## src/rtl/qspi_flash_rd_seq.sv

```systemverilog
// Purpose: turns one flash read request into the ordered register accesses on the QSPI wrapper port.
// Latency: first access one cycle after request accept; each access takes REQ + RSP (2 cycles minimum).
// Backpressure: one access outstanding; read responses are stalled by rd_dat_rdy, requests hold while qspi_if_req_rdy is low.
module qspi_flash_rd_seq #(
    parameter logic [3:0] DIV     = 4'd2,
    parameter logic [1:0] MODE    = 2'd0,
    parameter bit         FAST_RD = 1'b0
) (
    input  logic        clk,
    input  logic        rst_n,
    input  logic        rd_req_vld,
    output logic        rd_req_rdy,
    input  logic [23:0] rd_req_addr,
    input  logic [7:0]  rd_req_len,
    output logic        rd_dat_vld,
    input  logic        rd_dat_rdy,
    output logic [7:0]  rd_dat,
    output logic        rd_dat_last,
    output logic        busy,
    output logic        qspi_if_req_vld,
    input  logic        qspi_if_req_rdy,
    output logic [2:0]  qspi_if_req_addr,
    output logic        qspi_if_req_read,
    output logic [7:0]  qspi_if_req_dat,
    input  logic        qspi_if_rsp_vld,
    output logic        qspi_if_rsp_rdy,
    input  logic [7:0]  qspi_if_rsp_dat
);

    typedef enum logic [1:0] {S_IDLE, S_REQ, S_RSP} state_t;
    typedef enum logic [3:0] {
        PH_CFG0, PH_CSL, PH_CMD, PH_A2, PH_A1, PH_A0, PH_DMY, PH_DAT, PH_CSH
    } phase_t;

    typedef struct packed {
        logic [2:0] addr;
        logic       read;
        logic [7:0] dat;
    } acc_t;

    state_t      state;
    phase_t      phase;
    phase_t      nxt_phase;
    logic [8:0]  cnt;
    logic [23:0] addr_q;
    acc_t        req_acc;
    logic        in_dat;
    logic        in_wr;
    logic        rsp_hs;

    function automatic acc_t acc_of(input phase_t ph, input logic [23:0] a);
        acc_t r;
        r = '0;
        case (ph)
            PH_CFG0: r = '{addr: 3'd0, read: 1'b0, dat: {MODE, 6'b0}};
            PH_CSL:  r = '{addr: 3'd1, read: 1'b0, dat: {DIV, 1'b0, 3'b0}};
            PH_CMD:  r = '{addr: 3'd2, read: 1'b0, dat: FAST_RD ? 8'h0B : 8'h03};
            PH_A2:   r = '{addr: 3'd2, read: 1'b0, dat: a[23:16]};
            PH_A1:   r = '{addr: 3'd2, read: 1'b0, dat: a[15:8]};
            PH_A0:   r = '{addr: 3'd2, read: 1'b0, dat: a[7:0]};
            PH_DMY:  r = '{addr: 3'd2, read: 1'b0, dat: 8'h00};
            PH_DAT:  r = '{addr: 3'd2, read: 1'b1, dat: 8'h00};
            PH_CSH:  r = '{addr: 3'd1, read: 1'b0, dat: {DIV, 1'b1, 3'b0}};
            default: r = '0;
        endcase
        return r;
    endfunction

    always_comb begin
        nxt_phase = PH_CSH;
        case (phase)
            PH_CFG0: nxt_phase = PH_CSL;
            PH_CSL:  nxt_phase = PH_CMD;
            PH_CMD:  nxt_phase = PH_A2;
            PH_A2:   nxt_phase = PH_A1;
            PH_A1:   nxt_phase = PH_A0;
            PH_A0:   nxt_phase = FAST_RD ? PH_DMY : PH_DAT;
            PH_DMY:  nxt_phase = PH_DAT;
            PH_DAT:  nxt_phase = (cnt == 9'd1) ? PH_CSH : PH_DAT;
            default: nxt_phase = PH_CSH;
        endcase
    end

    // Read data bypasses the FSM so bytes stream with no added latency.
    assign in_dat          = (state == S_RSP) && (phase == PH_DAT);
    assign in_wr           = (state == S_RSP) && (phase != PH_DAT);
    assign qspi_if_rsp_rdy = in_wr | (in_dat & rd_dat_rdy);
    assign rsp_hs          = qspi_if_rsp_vld & qspi_if_rsp_rdy;
    assign rd_dat_vld      = in_dat & qspi_if_rsp_vld;
    assign rd_dat          = in_dat ? qspi_if_rsp_dat : 8'h00;
    assign rd_dat_last     = in_dat & (cnt == 9'd1);
    assign rd_req_rdy      = (state == S_IDLE);
    assign busy            = (state != S_IDLE);

    assign qspi_if_req_addr = req_acc.addr;
    assign qspi_if_req_read = req_acc.read;
    assign qspi_if_req_dat  = req_acc.dat;

    always_ff @(posedge clk or negedge rst_n) begin
        if (!rst_n) begin
            state           <= S_IDLE;
            phase           <= PH_CFG0;
            cnt             <= '0;
            addr_q          <= '0;
            req_acc         <= '0;
            qspi_if_req_vld <= 1'b0;
        end else begin
            case (state)
                S_IDLE: begin
                    if (rd_req_vld) begin
                        addr_q          <= rd_req_addr;
                        cnt             <= {(rd_req_len == 8'd0), rd_req_len};
                        phase           <= PH_CFG0;
                        req_acc         <= acc_of(PH_CFG0, rd_req_addr);
                        qspi_if_req_vld <= 1'b1;
                        state           <= S_REQ;
                    end
                end
                S_REQ: begin
                    if (qspi_if_req_rdy) begin
                        qspi_if_req_vld <= 1'b0;
                        state           <= S_RSP;
                    end
                end
                S_RSP: begin
                    if (rsp_hs) begin
                        if (phase == PH_DAT) begin
                            cnt <= cnt - 9'd1;
                        end
                        if (phase == PH_CSH) begin
                            state <= S_IDLE;
                        end else begin
                            phase           <= nxt_phase;
                            req_acc         <= acc_of(nxt_phase, addr_q);
                            qspi_if_req_vld <= 1'b1;
                            state           <= S_REQ;
                        end
                    end
                end
                default: state <= S_IDLE;
            endcase
        end
    end

endmodule
```

## config.mk

```make
export PLATFORM = sky130hd
export DESIGN_NAME = qspi_flash_rd_seq
export DESIGN_NICKNAME = d
export VERILOG_FILES = /design/src/rtl/qspi_flash_rd_seq.sv
export SDC_FILE = /design/constraint.sdc
export NUM_CORES = 1
export LEC_CHECK = 0
export BUFFER_PORTS_ARGS = -buffer_cell sky130_fd_sc_hd__buf_2
export CORE_UTILIZATION = 48
export DETAILED_ROUTE_END_ITERATION = 12
export GPL_TIMING_DRIVEN = 1
export MAX_ROUTING_LAYER = met4
export PLACE_DENSITY = 0.83
export SLEW_MARGIN = 20
export SYNTH_ARGS = -nofsm -noshare
export SYNTH_HDL_FRONTEND = slang
export SYNTH_SLANG_ARGS = --single-unit
```

## constraint.sdc

```tcl
create_clock -name clk -period 1.85 [get_ports clk]
set_clock_uncertainty 0.05 [all_clocks]
set_input_delay 0.0925 -clock clk [delete_from_list [all_inputs] [get_ports clk]]
set_output_delay 0.0925 -clock clk [all_outputs]
set_load 0.01 [all_outputs]
```

# Word-level counts from Yosys, hierarchy flattened
# Index checks and enable logic that the tools add are counted.
[totals]
reg_bits = 52
wordCells = 79
[op_classes]
add_sub_neg = 1
n_eq_ne = 25
muxes = 26
bitwise_logic = 5
n_reduce_logical = 14
[op_table]
columns = ["cell", "count"]
rows = [
  ["case mux 11 bit (8 select lines)", 1],
  ["two-way mux 12 bit", 3],
  ["equality test 4 x 3 -> 1 bit (second input constant)", 8],
  ["case mux 4 bit (7 select lines)", 1],
  ["two-way mux 9 bit", 3],
  ["case mux 12 bit (2 select lines)", 1],
  ["case mux 9 bit (2 select lines)", 1],
  ["equality test 4 x 2 -> 1 bit (second input constant)", 4],
  ["two-way mux 4 bit", 4],
  ["equality test 9 x 1 -> 1 bit (second input constant)", 1],
  ["subtractor 9 x 1 -> 9 bit (second input constant)", 1],
  ["equality test 4 x 1 -> 1 bit (second input constant)", 2],
  ["equality test 4 bit (second input constant)", 2],
  ["zero test 8 bit", 1],
  ["two-way mux 8 bit", 1],
  ["inequality test 2 bit (second input constant)", 4],
  ["case mux 4 bit (2 select lines)", 1],
  ["AND reduction 4 bit", 2],
  ["two-way mux 2 bit", 3],
  ["case mux 2 bit (3 select lines)", 1],
  ["two-way mux 1 bit", 5],
  ["AND reduction 5 bit", 1],
  ["bitwise AND 1 bit", 4],
  ["zero test 4 bit", 1],
  ["13 further kinds", 15],
]

# Longest topological paths before layout
[depth]
word_depth = 8
ltp_mapped = 7
ltp_nobuf = 6

# Worst setup path before layout
# No wires, ideal clock.
[synth_timing]
path_type = "register to register"
start = "reg cnt[0]"
end = "reg cnt[8]"
setup_ns = 0.128
arrival_time_ns = 1.588
t_required_ns = 1.672
setup_slack_ns = 0.084
path_stages_with_launch = 7
period_less_slack_ns = 1.766
path_cell_list = "dfrtp_1 > inv_1 > ha_1 > or3b_2 > nor4b_1 > o21ai_0 > o2bb2ai_1"
[synth_between]
elab_chain_len = 4
[synth_lines]
columns = ["element", "line", "rtl"]
rows = [
  ["start, declared", "44", "logic [8:0] cnt;"],
  ["start signal, assigned", "112", "cnt <= {(rd_req_len == 8'd0), rd_req_len};"],
  ["start signal, assigned", "128", "cnt <= cnt - 9'd1;"],
  ["subtractor 9 x 1 -> 9 bit", "128", ""],
  ["two-way mux 9 bit", "127", "if (phase == PH_DAT) begin"],
  ["two-way mux 9 bit", "126", "if (rsp_hs) begin"],
  ["case mux 9 bit (2 select lines)", "108", "case (state)"],
]
# No other way between the ends. The select of a mux whose other input is x is not followed.
# A chain may end at the register's enable or synchronous reset.

# Worst setup path after layout
[layout_timing]
start = "reg cnt[2]"
end = "reg req_acc (netlist bit qspi_if_req_addr[1])"
[layout_between]
elab_chain_len = 8
elab_cells_between_ends = 15
classes_between = "eq/ne: 9; mux: 6"
[layout_lines]
columns = ["element", "line", "rtl"]
rows = [
  ["equality test 9 x 1 -> 1 bit *", "79", "PH_DAT: nxt_phase = (cnt == 9'd1) ? PH_CSH : PH_DAT;"],
  ["two-way mux 4 bit *", "79", ""],
  ["case mux 4 bit (7 select lines) *", "71", "case (phase)"],
  ["equality test 4 bit, or another cell as far along", "54", "case (ph)"],
  ["case mux 11 bit (8 select lines) *", "54", ""],
  ["two-way mux 12 bit *", "130", "if (phase == PH_CSH) begin"],
  ["two-way mux 12 bit *", "126", ""],
  ["case mux 12 bit (2 select lines) *", "108", ""],
  ["end signal, assigned", "114", "req_acc <= acc_of(PH_CFG0, rd_req_addr);"],
  ["end signal, assigned", "134", "req_acc <= acc_of(nxt_phase, addr_q);"],
  ["end, declared", "46", "acc_t req_acc;"],
]
# Mark *: on every way between the ends. The rest lies on a longest branch, timed or not. The select of a mux whose other input is x is not followed.

==> results.cfg <==
[critical_path]
r2r_cells = 4
worstPathArrival_ns = 1.94
path_max_fanout = 5
setup.worst_path.start = cnt[2]
required_ns = 2.01
r2r_setup_slack_ns = 0.06
critPathLaunchType = flip-flop
r2r-start = cnt[2]
worst-setup-path-type = reg -> reg
crit_path_end = qspi_if_req_addr[1]
end_kind = flip-flop
reg2reg_to = qspi_if_req_addr[1]

[timing]
tightest_slew_ns = 0.6937
fin_ws_ns = 0.06385
period_needed_ns = 1.786
period_share_pct = 96.55
drv_slew = 0
finalSetupViolCount = 0
max_slew_margin_pct = 53.75
fmaxAchievable_mhz = 559.9
final_hold_viol_count = 1
worst_hold_slack_ns = -0.00006906
tns_ns = 0

[synth]
synth-async-reset-ratio_pct = 100.0
syn_inst = 307
synth_seq_area_share_pct = 45.95
synthesis.nets = 355
synth_cell_types = 55
yosysWarnings = 0
synth_area_sq_um = 2778
synth-edff-count = 0
yosys.area.top_type = dfrtp_1
ys_ff_latch = 51
synthDominantCellAreaShare_pct = 45.95
synthTopCellsByArea = dfrtp_1, nand2_1, o21ai_0
synth_ff_type = dfrtp_1
syn_area_per_cell_sq_um = 9.048

[global_routing]
grt_max_degree = 37
grt_pass1_wl_microns = 11850
grt-ovfl-total = 0
antenna_found_initial = 0
grt_pass1_vias = 2647
grt.total_usage_pct = 25.97

[cts]
numCtsBuffers = 5
cts.sinks = 51
clock_path_buffers = 2
clockRootBuffer = clkbuf_8
path_clk_slew_ns = 0.10
clock_latency_ns = 0.31
htree_num_levels = 2
tritoncts = done

[detailed_routing]
wirelength_microns = 7390
num_vias = 2676
first_iter_violations = 139
via_per_inst = 5.529
post-route-drc-count = 0
wl_per_cell_microns = 15.27
first_pass_iters = 4
antenna_left = 0

[power]
seqPwrFrac_pct = 39.9
p_int_mw = 2.790
clkPwrFrac_pct = 14.5
ir_drop_mv = 0.7369
p_leak_nw = 1.778
power_density_nw_per_um2 = 1262
switching_share_pct = 39.98
p_switching_mw = 1.859
pwr-share-comb_pct = 45.6

[final_layout]
layout_commonest_cell = nand2_1
register_area_sq_um = 1279
layout_common_cells = nand2_1, buf_2, dfrtp_1
areaGrowthSynthToFinish_pct = 32.66
n_fill_cell = 466
antenna_cells = 0
multi_input_area_sq_um = 1396
final_nets = 459
drive_gt1_share_pct = 30.83
fin_util_pct = 66.51

[die]
fp.coreArea_sq_um = 5540
ios = 72
start_util_pct = 50.14
die_h_microns = 78.07
dieWidth_microns = 78.07
die_area_sq_um = 6095
rows = 27

[placement]
dp_hpwl_microns = 4840
post-place-ws_ns = -0.03248
gp_congestion = 0.8971
io_buffers = 70

[job]
drv_cap = 0

[min_path]
min_path_type = in -> reg

[run_status]
violations = hold timing
outcome = finished, violations left
==> power groups by stage <==
stage	Clock, mW	Sequential (mW)	Combinational, mW
floorplan	0	1.82	1.36
global placement	0	1.82	1.88
detailed placement	0	1.85	1.91
CTS	0.683	1.83	1.97
global route	0.725	1.92	2.35
finish	0.672	1.86	2.12
==> flip-flops by register name, indices dropped and copies added, names as in the netlist <==
name / flops
cnt: 9
phase: 4
qspi_if_req_vld: 1
qspi_if_req_read: 1
qspi_if_req_addr: 2
qspi_if_req_dat: 8
state: 2
addr_q: 24
==> per-layer routing <==
layer	up-vias	wire (microns)	global-route usage (%)
met5	-	0	-
met4	0	200	13.52
met3	18	423	5.233
met2	112	3788	43.77
met1	1260	2977	29.19
li1	1286	-	-
==> synth_stat cells (2+ instances only) <==
cell type	instances
and2_1	12
inv_1	9
a32o_1	4
o22ai_1	2
o21a_1	3
buf_6	5
nand2b_1	2
and3_1	2
o21ai_1	2
nand4_1	2
ha_1	2
a211oi_1	2
dfrtp_1	51
a22oi_1	9
mux2_2	7
nor3b_1	2
buf_2	3
a21oi_1	13
o211ai_1	10
nor3_1	6
o21ai_0	18
clkbuf_8	2
nor4_1	5
nand3_1	4
nand2_1	75
clkbuf_1	7
a31oi_1	2
o2bb2ai_1	3
buf_4	2
nor2_1	16
==> repair_timing <==
| action | CTS | global route |
|---|---|---|
| hold endpoints to repair | 52 | 0 |
| cloned | 0 | 1 |
| resized for setup | 3 | 13 |
| buffers inserted | 0 | 4 |
| hold buffers | 25 | 0 |
| pin swaps | 1 | 3 |
| endpoints found under the setup margin | 13 | 15 |
==> logic make-up after synthesis <==
logic type	after synthesis	synth area share (%)
simple gates	141	25.27
compound gates	74	17.84
flops	51	45.95
buf+inv	30	6.711
mux	8	3.198
fa+ha+maj	2	0.9008
other cells	1	0.1350
==> worst min-delay path by stage <==
stage,depth (start not counted),slack (ns),from,to
floorplan,0,-0.25,rst_n,addr_q[0]
global placement,1,0.11,rst_n,state[1]
detailed placement,1,0.12,rst_n,state[1]
CTS,3,0.004,rd_req_len[0],cnt[0]
global route,3,0.06,qspi_if_req_rdy,state[1]
finish,3,-0.00007,rd_req_len[0],cnt[0]
==> metrics by stage <==
| stage | total power, mW | area (sq um) | hold slack, ns | cells |
|---|---|---|---|---|
| 6_report | 4.649 | 3685 | -0.00006906 | 484 |
| 5_1_grt | 5.000 | 3685 | 0.05508 | 484 |
| 4_1_cts | 4.492 | 3588 | 0.003985 | 480 |
| 3_5_place_dp | 3.758 | 3233 | 0.1212 | 447 |
| 3_3_place_gp | 3.700 | 3233 | 0.1120 | 447 |
| 2_1_floorplan | 3.177 | 2778 | -0.2531 | 307 |
==> worst max-delay path, stage by stage, from the launching register on <==
cell	delay, ns
dfrtp_2	0.46
or4_4	0.57
nor4_4	0.21
a211oi_1	0.12
mux2_2	0.27
==> layout make-up <==
cell class	count	area share, %
clock buffers	7	2.343
clock inverters	1	0.2377
inverters	9	0.9168
multi-input cells	227	37.89
flip-flops and latches	51	34.70
well taps	72	2.445
repair buffers	117	21.46
No activity file was read; power rests on OpenSTA's default activity.
